[src/rtl/regfile_reader.sv]
// Dual-operand read side of the 32x32 register file: per-operand r0/bypass select,
// snapshot into a 2-entry circular buffer, valid/ready hand-off to decode/execute.

module regfile_operand_sel (
    input  logic [4:0]    addr_i,
    input  logic [1023:0] reg_bus_i,
    input  logic          wr_en_i,
    input  logic [4:0]    wr_addr_i,
    input  logic [31:0]   wr_data_i,
    output logic [31:0]   data_o
);
    always_comb begin
        data_o = reg_bus_i[32*addr_i +: 32];
        // r0 wins over the write port, so a write to r0 can never leak through
        if (addr_i == 5'd0)
            data_o = 32'h0;
        else if (wr_en_i && (wr_addr_i == addr_i))
            data_o = wr_data_i;
    end
endmodule

module regfile_reader (
    input  logic          clk_i,
    input  logic          rst_n_i,
    input  logic [1023:0] reg_bus_i,
    input  logic          wr_en_i,
    input  logic [4:0]    wr_addr_i,
    input  logic [31:0]   wr_data_i,
    input  logic          req_valid_i,
    output logic          req_ready_o,
    input  logic [4:0]    rs_a_i,
    input  logic [4:0]    rs_b_i,
    output logic          out_valid_o,
    input  logic          out_ready_i,
    output logic [31:0]   out_a_o,
    output logic [31:0]   out_b_o,
    output logic [15:0]   rd_count_o
);
    localparam int DEPTH   = 2;
    localparam int NUM_OPS = 2;

    logic [NUM_OPS-1:0][4:0]             rs;
    logic [NUM_OPS-1:0][31:0]            sel;
    logic [DEPTH-1:0][NUM_OPS-1:0][31:0] buf_q, buf_d;
    logic [NUM_OPS-1:0][31:0]            last_q, last_d, head;
    logic                                wr_ptr_q, wr_ptr_d, rd_ptr_q, rd_ptr_d;
    logic [1:0]                          count_q, count_d;
    logic [15:0]                         rd_count_q, rd_count_d;
    logic                                push, pop;

    assign rs[0] = rs_a_i;
    assign rs[1] = rs_b_i;

    for (genvar g = 0; g < NUM_OPS; g++) begin : g_op
        regfile_operand_sel u_sel (
            .addr_i    (rs[g]),
            .reg_bus_i (reg_bus_i),
            .wr_en_i   (wr_en_i),
            .wr_addr_i (wr_addr_i),
            .wr_data_i (wr_data_i),
            .data_o    (sel[g])
        );
    end

    assign req_ready_o = (count_q < 2'd2);
    assign out_valid_o = (count_q != 2'd0);
    assign push        = req_valid_i && req_ready_o;
    assign pop         = out_valid_o && out_ready_i;

    // An empty buffer shows the last popped pair rather than a stale slot
    assign head     = out_valid_o ? buf_q[rd_ptr_q] : last_q;
    assign out_a_o  = head[0];
    assign out_b_o  = head[1];
    assign rd_count_o = rd_count_q;

    always_comb begin
        buf_d      = buf_q;
        last_d     = last_q;
        wr_ptr_d   = wr_ptr_q;
        rd_ptr_d   = rd_ptr_q;
        count_d    = count_q;
        rd_count_d = rd_count_q;
        if (push) begin
            buf_d[wr_ptr_q] = sel;
            wr_ptr_d        = ~wr_ptr_q;
            rd_count_d      = rd_count_q + 16'd1;
        end
        if (pop) begin
            last_d   = buf_q[rd_ptr_q];
            rd_ptr_d = ~rd_ptr_q;
        end
        case ({push, pop})
            2'b10:   count_d = count_q + 2'd1;
            2'b01:   count_d = count_q - 2'd1;
            default: count_d = count_q;
        endcase
    end

    always_ff @(posedge clk_i or negedge rst_n_i) begin
        if (!rst_n_i) begin
            buf_q      <= '0;
            last_q     <= '0;
            wr_ptr_q   <= 1'b0;
            rd_ptr_q   <= 1'b0;
            count_q    <= 2'd0;
            rd_count_q <= 16'd0;
        end else begin
            buf_q      <= buf_d;
            last_q     <= last_d;
            wr_ptr_q   <= wr_ptr_d;
            rd_ptr_q   <= rd_ptr_d;
            count_q    <= count_d;
            rd_count_q <= rd_count_d;
        end
    end
endmodule

[config.mk]
export PLATFORM = sky130hd
export DESIGN_NAME = regfile_reader
export DESIGN_NICKNAME = d
export VERILOG_FILES = /design/src/rtl/regfile_reader.sv
export SDC_FILE = /design/constraint.sdc
export NUM_CORES = 1
export LEC_CHECK = 0
export CORE_AREA = 2 2 450 452
export CTS_BUF_LIST = sky130_fd_sc_hd__clkbuf_8
export CTS_CLUSTER_SIZE = 40
export DETAILED_ROUTE_END_ITERATION = 10
export DIE_AREA = 0 0 452 454
export DONT_BUFFER_PORTS = 1
export MAX_ROUTING_LAYER = met4
export SETUP_SLACK_MARGIN = 0.15
export SKIP_CTS_REPAIR_TIMING = 1
export SLEW_MARGIN = 0
export SYNTH_ARGS = -nofsm -noshare
export SYNTH_HDL_FRONTEND = slang
export SYNTH_SLANG_ARGS = --single-unit
export TNS_END_PERCENT = 30
[constraint.sdc]
create_clock -name clk_i -period 2.7 [get_ports clk_i]
set_clock_uncertainty 0.15 [all_clocks]
set_input_delay 0.27 -clock clk_i [delete_from_list [all_inputs] [get_ports clk_i]]
set_output_delay 0.27 -clock clk_i [all_outputs]
set_load 0.02 [all_outputs]
After elaboration in Yosys (flattened, before gate mapping) --
Index checks and enable logic that the tools add are counted.
Word-level totals: bits in registers 212, input bits 1076, output and inout port bits 82, logic and storage cells 45
Operators by class: $add $sub $neg 3, magnitude comparators 4, eq/ne operators 4, shift operators 2, muxes and demuxes 11, bitwise logic cells 2, reductions and logical operators 9
Operators with widths (number):
- variable part select 1024 x 11 -> 32 bit | 2
- two-way mux 64 bit | 4
- bitwise mux 128 bit | 1
- two-way mux 32 bit | 4
- demux 64 bit (select 1 bit) | 1
- adder 16 x 1 -> 16 bit (second input constant) | 1
- == test 5 bit | 2
- logical NOT 5 bit | 2
- logical AND 1 bit | 5
- less-than comparator 1 x 2 -> 1 bit (second input constant) | 2
- case mux 2 bit (2 select lines) | 1
- nonzero test 2 bit | 2
- adder 2 x 1 -> 2 bit (second input constant) | 1
- == test 2 x 1 -> 1 bit (second input constant) | 1
- == test 2 bit (second input constant) | 1
- less-than comparator 2 bit (second input constant) | 1
- NOT 1 bit | 2
- subtractor 2 x 1 -> 2 bit (second input constant) | 1
- greater-or-equal comparator 1 bit (second input constant) | 1

Depth between registers and ports, before layout --
Gate-level depths: netlist (run 1).
word-level depth 5, mapped depth 10, depth with buffers taken out 7

Hierarchy --
From an unflattened synthesis (run 1), not the netlist that was laid out.
Unflattened totals: cells, all modules 2473, area, all modules 27398.8 µm²
By module, submodules not included:
- regfile_operand_sel | times used 2, cells an instance 852, area an instance 9090.0 µm², sequential area each 0.0 µm²
- regfile_reader | times used 1, cells an instance 769, area an instance 9218.8 µm², sequential area each 5305.1 µm²

Worst setup path before layout (run 1) --
OpenSTA, ideal clock, no wires.
path type input to register, start input port rs_b_i[0], end register buf_q[59] in the netlist's numbering, setup time 0.142 ns, arrival time 2.026 ns, data required time 2.408 ns, path slack 0.381 ns, stages on the path 9, path buffers 4, cells stage by stage buf_6 buf_6 buf_4 buf_2 mux4_2 mux2i_1 mux2i_1 o2bb2ai_1 o221ai_1
On the way: longest elaborated chain between the ends 5, elaborated cells on any way between the ends 7, those cells by class 1 x eq/ne; 1 x shift; 3 x mux; 2 x reduce/logical
Ends and longest elaborated chain:
- from (decl) | line 32 | input logic [4:0] rs_b_i,
- parallel branches: the longest is 3 deep, another holds variable part select 1024 x 11 -> 32 bit
- two-way mux 32 bit * | line 15 | if (addr_i == 5'd0)
- bitwise mux 128 bit * | line 84 | buf_d[wr_ptr_q] = sel;
- to (signal assigned) | line 108 | buf_q <= buf_d;
- to (decl) | line 44 | logic [DEPTH-1:0][NUM_OPS-1:0][31:0] buf_q, buf_d;
Every way passes the cells marked *. A chain may end at the register's enable or synchronous reset.

Worst setup path after layout (run 1) --
start register count_q[0], end output port out_b_o[12]
On the way: longest elaborated chain between the ends 2
Ends and longest elaborated chain:
- from (decl) | line 47 | logic [1:0] count_q, count_d;
- from (signal assigned) | line 112 | count_q <= count_d;
- nonzero test 2 bit | line 66 | assign out_valid_o = (count_q != 2'd0);
- two-way mux 64 bit | line 71 | assign head = out_valid_o ? buf_q[rd_ptr_q] : last_q;
- to (decl) | line 36 | output logic [31:0] out_b_o,
Every way passes these cells.

==> flow_metrics.py, run 1 <==
metrics = {
    "power": {
        "p_leak_nw": 11.2,
        "p_seq_share_pct": 24.0,
        "power.density_nw_per_um2": 702,
        "netSwitchingFraction_pct": 47.9,
        "intPower_mw": 11.8,
        "p_switching_mw": 10.8,
        "ir_drop_uv": 395,
        "power_mw": 22.6,
        "p_clk_share_pct": 14.9,
        "p_comb_share_pct": 61.1,
    },
    "global_routing": {
        "overflow": 0,
        "grt_pass1_wl_um": 274000,
        "grt_pass1_vias": 23256,
        "antenna_found_initial": 219,
        "grt.total_usage_pct": 21.5,
        "grt_max_degree": 266,
    },
    "worst_setup_path": {
        "cp.depth": 5,
        "path_cells": "or2_4 -> buf_4 -> buf_12 -> a21oi_1 -> buf_4",
        "critPathKind": "register to output port",
        "crit_buf_inv": 3,
        "crit_top_cell": "buf_4",
        "cp.arrival_ns": 2.23,
        "crit_required_ns": 2.28,
        "critical-path-slowest-cell": "dfrtp_2",
        "ff2ff_setup_slack_ns": 0.27,
        "path_max_fanout": 26,
        "critical-path-top-delay-family": "buffers and inverters",
        "startpoint_type": "register",
        "rr_worst_depth": 7,
        "slowest_delay_ns": 0.49,
        "end_kind": "output port",
    },
    "synthesis": {
        "async_flop_share_pct": 100,
        "synth-seq-cells": 212,
        "yosysUniqueCellTypes": 50,
        "synth_warnings": 0,
        "synth_cells": 2194,
        "syn_area_um2": 26200,
        "syn_area_per_cell_um2": 12.0,
        "synth_top_flop_cell": "dfrtp_1",
        "synth_nets": 3272,
        "synth_edf_count": 0,
        "ys_seq_area_share_pct": 20.2,
    },
    "routing": {
        "drc": 0,
        "wl_per_cell_um": 44.3,
        "first_pass_iters": 6,
        "drt_wl_total_um": 229000,
        "vias_per_cell": 4.87,
        "drt_iter0_drc": 3361,
        "final_antenna_net_count": 0,
        "num_vias": 25126,
    },
    "floorplan": {
        "initial_core_util_pct": 13.1,
        "die_area_um2": 205000,
        "io-pin-count": 1158,
        "fp-row-count": 165,
        "die_w_um": 452,
        "fp.dieH_um": 454,
        "core_um2": 201000,
    },
    "timing": {
        "tns_ns": 0,
        "fmax_ghz": 0.378,
        "tightest_slew_ns": 1.25,
        "hold_viol_final": 212,
        "finalMaxSlewViolations": 0,
        "slew_headroom_pct": 16.5,
        "hold-worst-slack_ns": -0.791,
        "finalCriticalPeriod_ns": 2.65,
        "final-setup-viol-count": 0,
        "grt_setup_unrepaired": "true",
        "timing.final.crit_share_pct": 98.0,
    },
    "clock_tree": {
        "cts.sinks": 212,
        "numCtsBuffers": 39,
        "clkLatencyLatePin_ns": 0.64,
        "cts_tree": "yes",
        "htreeDepth": 2,
        "clk_pin_slew_ns": 0.07,
        "cts-root-buf": "clkbuf_8",
        "clk_path_buf_depth": 3,
    },
    "run_status": {
        "status": "finished with violations",
        "violations": "hold timing",
    },
    "cells_and_area": {
        "nets": 3284,
        "layoutNonFillerInstCount": 5163,
        "register_area_um2": 5310,
        "area_delta_synth_final_pct": 23.0,
        "multi_input_comb_area_um2": 20100,
        "most-common-layout-cells": "mux4_2 (502), mux2i_1 (269), dfrtp_1 (209)",
        "drive_above_1_share_pct": 37.3,
        "postLayoutCellArea_um2": 32300,
        "num-fill-cells": 22236,
        "final_common_cell": "mux4_2",
    },
    "job": {
        "maxCapViolCount": 0,
    },
    "place": {
        "dp_hpwl_um": 190000,
        "dpl_cell_area_um2": 29900,
        "post-place-cells": 4778,
        "portBuffers": 0,
        "gp_congestion": 1.14,
    },
    "hold_path": {
        "min_path_type": "input port to async pin",
    },
}
-- Yosys cell counts, types with 7 or more instances --
cell / instances / share of area [%]
a211oi_1: 10 / 0.29
a21boi_1: 9 / 0.26
a21oi_1: 85 / 1.6
a21oi_2: 12 / 0.40
a22o_1: 31 / 1.0
a22oi_1: 55 / 1.6
buf_1: 25 / 0.36
buf_2: 72 / 1.4
buf_4: 20 / 0.57
buf_6: 12 / 0.52
clkbuf_1: 125 / 1.8
dfrtp_1: 212 / 20
mux2_1: 14 / 0.60
mux2i_1: 290 / 11
mux4_2: 502 / 43
nand2_1: 209 / 3.0
nand3_1: 37 / 0.71
nand4_1: 7 / 0.17
nor2_1: 112 / 1.6
nor2b_1: 20 / 0.48
nor3_1: 12 / 0.23
o21ai_0: 67 / 1.3
o21ai_1: 8 / 0.15
o221ai_1: 67 / 2.2
o22ai_1: 30 / 0.72
o2bb2ai_1: 7 / 0.23
o31ai_1: 64 / 1.8
xnor2_1: 23 / 0.77
-- power groups by stage --
| stage | combinational (mW) | sequential [mW] | clock (mW) |
|---|---|---|---|
| after CTS | 13.0 | 5.33 | 3.46 |
| after global placement | 12.8 | 5.33 | 0 |
| after global routing | 14.7 | 5.59 | 3.59 |
| after detailed placement | 12.9 | 5.39 | 0 |
| after floorplan | 7.19 | 5.14 | 0 |
| final | 13.8 | 5.44 | 3.37 |
-- sequential cells by signal, summed over array words and instances (netlist names) --
register / cells
last_q: 64
rd_count_o: 16
buf_q: 128
rd_ptr_q: 1
wr_ptr_q: 1
count_q: 2
-- final cells by class --
cell class                 instances  share of cell area (%)
timing repair buffer             222                    6.39
clock buffer                      44                    1.88
antenna                          259                    2.01
multi-input combinational       1726                    62.2
clock inverter                    23                   0.632
sequential                       212                    16.5
inverter                           5                  0.0582
tap                             2672                    10.4
-- path summary, 6_finish.rpt --
path	startpoint	end
setup / recovery	count_q[0]	out_b_o[12]
hold / removal	rst_n_i	rd_count_o[2]
setup reg to reg	count_q[1]	buf_q[17]
hold reg to reg	buf_q[10]	buf_q[10]
max in group asynchronous	rst_n_i	last_q[34]
min in group clk_i	rs_b_i[4]	buf_q[101]
-- per-layer routing --
metal,global-route usage (%),wire (µm),up-vias
met5,-,0,-
met4,11.1,13900,0
met3,9.57,27300,414
met2,33.2,106000,2095
met1,23.2,81700,13154
li1,-,-,9463
-- logic make-up (layout without fill, tap and decap cells) --
family	count (synthesis)	after routing	share of synthesized area (%)
buffers and inverters	259	294	4.68
flip-flops	212	212	20.2
multiplexers	812	812	55.0
other	0	259	0
XOR/XNOR	29	29	0.969
adder cells (fa/ha/maj)	2	2	0.0954
AO/OA/AOI/OAI	460	460	12.1
AND/OR/NAND/NOR	420	423	6.84
-- per-stage QoR --
| stage | utilization, % | worst slack (ns) |
|---|---|---|
| floorplan | - | 0.381 |
| global placement | 14.9 | -0.161 |
| detailed placement | 14.9 | -0.121 |
| CTS | 15.3 | -0.400 |
| global route | 16.0 | -0.000676 |
| finish | 16.1 | 0.0549 |
Note: power is estimated with default switching activity, not from simulation.
==> inputs of run 2 (changes only) <==
--- a/config.mk
+++ b/config.mk
@@ -5,6 +5,7 @@
 export SDC_FILE = /design/constraint.sdc
 export NUM_CORES = 1
 export LEC_CHECK = 0
+export CAP_MARGIN = 20
 export CORE_AREA = 2 2 450 452
 export CTS_BUF_LIST = sky130_fd_sc_hd__clkbuf_8
 export CTS_CLUSTER_SIZE = 40
==> run 2 against run 1 <==
The flow still finishes with violations (hold timing). Final cell count barely moved. Fmax rose by 1.5%. Global-route usage rose by 0.050 points. Non-clock buffer count rose by 2. Critical path depth did not move. Sequential share of layout area fell by 0.33 points. Sequential power rose by 3%. Worst setup slack improved by 0.039 ns. Wire length rose by 0.22%. Clock-buffer cell count rose by 2. Die area did not move. Via count rose by 0.36%. Critical path type unchanged. Critical endpoint is now out_b_o[23].
==> flow_metrics.py, run 2 (synthesis gave the netlist of run 1 again) <==
metrics = {
    "worst_setup_path": {
        "crit_required_ns": 2.28,
        "critPathKind": "register to output port",
        "end_kind": "output port",
        "cp.arrival_ns": 2.19,
        "ff2ff_setup_slack_ns": 0.30,
        "path_max_fanout": 10,
        "startpoint_type": "register",
        "rr_worst_depth": 7,
        "r2r_start": "count_q[1]",
        "worstReg2RegEnd": "buf_q[15]",
    },
    "job": {
        "maxCapViolCount": 0,
    },
    "global_routing": {
        "grt.total_usage_pct": 21.5,
        "grt_pass1_wl_um": 275000,
        "overflow": 0,
        "antenna_found_initial": 219,
        "grt_pass1_vias": 23270,
        "grt_max_degree": 266,
    },
    "cells_and_area": {
        "num-fill-cells": 22175,
        "drive_above_1_share_pct": 40.4,
        "nets": 3285,
        "largest_reg_flops": 128,
        "area_delta_synth_final_pct": 25.5,
        "most-common-layout-cells": "mux4_2 (502), mux2i_1 (247), dfrtp_1 (209)",
        "post-route-util_pct": 16.4,
        "final_common_cell": "mux4_2",
        "largest-register": "buf_q",
    },
    "timing": {
        "finalWorstSetupSlack_ns": 0.0935,
        "hold_viol_final": 212,
        "tightest_slew_ns": 1.06,
        "tns_ns": 0,
        "timing.final.crit_share_pct": 96.5,
        "grt_setup_unrepaired": "true",
        "fmax_ghz": 0.384,
        "hold-worst-slack_ns": -0.796,
        "slew_headroom_pct": 27.4,
        "finalCriticalPeriod_ns": 2.61,
        "final-setup-viol-count": 0,
        "finalMaxSlewViolations": 0,
    },
    "run_status": {
        "violations": "hold timing",
        "status": "finished with violations",
    },
    "clock_tree": {
        "cts_tree": "yes",
        "clk_pin_slew_ns": 0.07,
        "cts.sinks": 212,
        "clkLatencyLatePin_ns": 0.64,
        "clk_path_buf_depth": 3,
        "cts-root-buf": "clkbuf_8",
        "numCtsBuffers": 38,
        "htreeDepth": 2,
    },
    "routing": {
        "wl_per_cell_um": 44.4,
        "num_vias": 25216,
        "first_pass_iters": 6,
        "vias_per_cell": 4.89,
        "final_antenna_net_count": 0,
        "drt_iter0_drc": 3259,
        "drc": 0,
        "drt_wl_total_um": 229000,
    },
    "place": {
        "dp_slack_ns": -0.0406,
        "portBuffers": 0,
        "gp_congestion": 1.14,
        "dp_hpwl_um": 190000,
    },
    "hold_path": {
        "min_path_type": "input port to async pin",
    },
    "floorplan": {
        "io-pin-count": 1158,
        "fp.dieH_um": 454,
        "die_area_um2": 205000,
        "core_um2": 201000,
        "die_w_um": 452,
        "initial_core_util_pct": 13.1,
        "fp-row-count": 165,
    },
    "power": {
        "ir_drop_uv": 504,
        "power.density_nw_per_um2": 733,
        "p_leak_nw": 11.2,
    },
}
-- run 2: final cells by class --
class	instances	area, µm²	area share [%]
sequential	212	5310	16.1
inverter	5	18.8	0.0570
antenna	253	633	1.92
multi-input combinational	1726	20500	62.4
clock inverter	23	199	0.604
clock buffer	46	633	1.92
tap	2672	3340	10.2
timing repair buffer	224	2240	6.81
-- run 2: layer usage --
| layer | GRT usage (%) | up-vias | part of all wire [%] |
|---|---|---|---|
| met3 | 9.16 | 473 | 12 |
| met5 | - | - | 0 |
| met1 | 23.6 | 13189 | 36 |
| met4 | 11.4 | 0 | 6.3 |
| li1 | - | 9455 | - |
| met2 | 33.0 | 2099 | 46 |
-- run 2: through the flow --
step           hold slack, ns  cell area (µm²)  power (mW)  std cells
2_1_floorplan          -0.176            26200        12.3       2194
3_3_place_gp           -0.156            29900        18.2       4778
3_5_place_dp           -0.156            29900        18.3       4779
4_1_cts                -0.855            30800        21.9       4848
5_1_grt                -0.847            32900        25.3       5140
6_report               -0.796            32900        24.1       5161
-- run 2: where the power goes --
| group | switching, mW | internal (mW) |
|---|---|---|
| logic | 8.81 | 6.28 |
| clock network | 1.58 | 1.86 |
| registers | 1.06 | 4.54 |
-- run 2: critical path, stage by stage (launching register included) --
cell     delay [ns]
dfrtp_2        0.48
or2_4          0.37
buf_12         0.17
buf_16         0.16
a21oi_4        0.17
buf_8          0.15
-- run 2: how the worst max path moves through the flow --
stage               cells past startpoint       start  slack [ns]          end
floorplan                               9   rs_b_i[0]        0.38    buf_q[59]
CTS                                     4    rd_ptr_q       -0.43   out_a_o[9]
global route                            5  count_q[0]        0.03  out_b_o[23]
detailed placement                      5   rs_a_i[0]       -0.04    buf_q[91]
finish                                  5  count_q[0]        0.09  out_b_o[23]
global placement                        5   rs_a_i[3]       -0.16    buf_q[89]
==> patch, RTL diff (config.mk and constraints of run 1) <==
Reset style: synchronous (`rst_n_i`), changed in one clocked block.
--- a/src/rtl/regfile_reader.sv
+++ b/src/rtl/regfile_reader.sv
@@ -96,7 +96,7 @@
         endcase
     end
 
-    always_ff @(posedge clk_i or negedge rst_n_i) begin
+    always_ff @(posedge clk_i) begin
         if (!rst_n_i) begin
             buf_q      <= '0;
             last_q     <= '0;
Function: not settled (the Yosys comparison gave no result); the edit may change what the design does.
==> patch against run 1 <==
- the flow finishes with violations (max-slew violations, negative setup slack)
- setup slack got worse by 1.1 ns
- synthesized area is 1.7% lower
- global-route usage shrank 1.3 points
- sequential power is 23% lower
- wire length down 5.3%
- power down 11%
- cell area rose by 0.19%
- non-clock buffer count grew 58
- sequential cell count stayed put
- largest power group unchanged
- highest routed layer unchanged
==> patch: results (changes against run 1) <==
metric	value	unit	change
whs	0.0276	ns	+0.819 ns
synth_area_leaders	mux4_2, dfxtp_1, mux2i_1		
min_path_type	in2reg		
largest_reg_flops	128		unchanged
initialDrtViolationCount	3634		+8.1%
r2r_end	buf_q[33]$_SDFFE_PN0P_		
wirelength	216	mm	-5.3%
cts-root-buf	clkbuf_8		
grt_pass1_wl	261	mm	-4.9%
largest_register	buf_q		
gp_congestion	1.19		+3.6%
report.final.slew_viol_count	148		+148
port_buffers	0		unchanged
drive_gt1_share	39.0	%	+1.7 points
reg2reg_depth	7		unchanged
cts_buffer_depth	3		unchanged
dpl_cell_area	29800	um2	-0.40%
critPathMaxStageDelay	0.97	ns	+0.48 ns
antenna_found_initial	160		-27%
grt_max_degree	268		+0.75%
hpwlAfterDp	177	mm	-6.8%
fin_ws	-1.00	ns	-1.06 ns
status	finished, violations left		
ys_types	53		+6.0%
p_leak	10.8	nW	-2.8%
firstDrtPassIters	6		unchanged
cp_max_fo	221		+750%
grt_pass1_vias	23600		+1.7%
avgViaCountPerCell	4.84		-0.54%
ys_seq_area_share	16.5	%	-3.8 points
relSlewSlack	-70.6	%	-87 points
insertion_delay	0.64	ns	about the same
synth_flop_cell	dfxtp_1		
synth.net_count	3351		+2.4%
hold_path_end	buf_q[77]$_SDFFE_PN0P_		
setup_viol	36		+36
yosysWarnings	0		unchanged
crit_slowest_cell	mux2_2		
path_delay_family	compound AO/OA/AOI/OAI gates		
path_clk_slew	0.06	ns	
htreeDepth	2		unchanged
synth.top_cells.by_count	mux4_2, mux2i_1, dfxtp_1, nand2_1, clkbuf_1		
async_flop_share	0	%	-100 points
cts_made_buffers	41		+5.1%
hold_start	rs_a_i[3]		
critPathArrivalTime	4.06	ns	+1.83 ns
ir_worst_vdd	424	uV	+7.2%
gr-usage-all-layers	20.1	%	-1.3 points
hold_depth	3		
violations	max-slew violations, negative setup slack		
timing.rr.start	count_q[1]$_SDFFE_PN0P_		
rrSetupSlack	0.36	ns	+0.09 ns
patch: changes by cell type after synthesis, sizes merged, moves of 31 or more:
cell,delta
a22o,-31
a32oi,+33
dfrtp,-212
dfxtp,+212
mux2,+56
mux2i,-56
o211a,+64
o221ai,-65
patch: cell families after synthesis:
kind of cell	count (synthesis)	share of synthesized area, %
multiplexers	809	56.0
AO/OA/AOI/OAI	484	13.5
AND/OR/NAND/NOR	459	8.01
buffers and inverters	281	5.09
flip-flops	212	16.5
XOR/XNOR	26	0.883
adder cells (fa/ha/maj)	2	0.0971
patch: worst reg2reg max path: stages, from the launching register on:
cell and delay (ns):
dfxtp_2 0.35, nor2b_1 0.18, inv_2 0.11, nor3b_1 0.28, buf_4 0.19, o21a_1 0.61, a32oi_1 0.22, o211ai_1 0.17
patch: worst max path at each step:
stage	startpoint	to	slack, ns	cells past startpoint
after CTS	rd_ptr_q$_SDFFE_PN0P_	out_a_o[5]	-0.42	4
after detailed placement	rs_a_i[0]	buf_q[21]$_SDFFE_PN0P_	-0.58	7
final	rs_a_i[2]	buf_q[21]$_SDFFE_PN0P_	-1.00	6
after floorplan	count_q[1]$_SDFFE_PN0P_	count_q[1]$_SDFFE_PN0P_	0.30	9
after global placement	rs_a_i[0]	buf_q[21]$_SDFFE_PN0P_	-0.59	7
after global routing	rs_a_i[2]	buf_q[85]$_SDFFE_PN0P_	-0.29	6
patch: final cells by class:
cell class	count	area (um2)
antenna	247	618
clock buffer	51	702
clock inverter	22	236
fill	22300	169000
inverter	13	50.0
multi-input combinational	1781	20500
sequential	212	4250
tap	2672	3340
timing repair buffer	280	2630
patch: where the power goes:
group | switching (W) | internal (W) | leakage, nW
logic | 0.00725 | 0.00496 | 8.59
clock network | 0.00163 | 0.00212 | 0.507
registers | 0.000411 | 0.00378 | 1.73
total | 0.00929 | 0.0109 | 10.8
patch: per-layer routing:
metal / track usage, % / vias up / routed length (um)
li1: - / 9841 / -
met5: - / - / 0
met3: 10.5 / 392 / 26800
met1: 21.5 / 13200 / 78900
met4: 10.1 / 0 / 11300
met2: 30.3 / 2093 / 99500
patch: stage by stage:
step | total power [W] | setup TNS [ns] | worst slack (ns) | std cells
floorplan | 0.0105 | 0 | 0.299 | 2273
global placement | 0.0155 | -1.56 | -0.590 | 4894
detailed placement | 0.0156 | -1.74 | -0.582 | 4894
CTS | 0.0195 | -3.93 | -0.418 | 4967
global route | 0.0213 | -0.583 | -0.291 | 5250
finish | 0.0202 | -12.60 | -1.00 | 5278
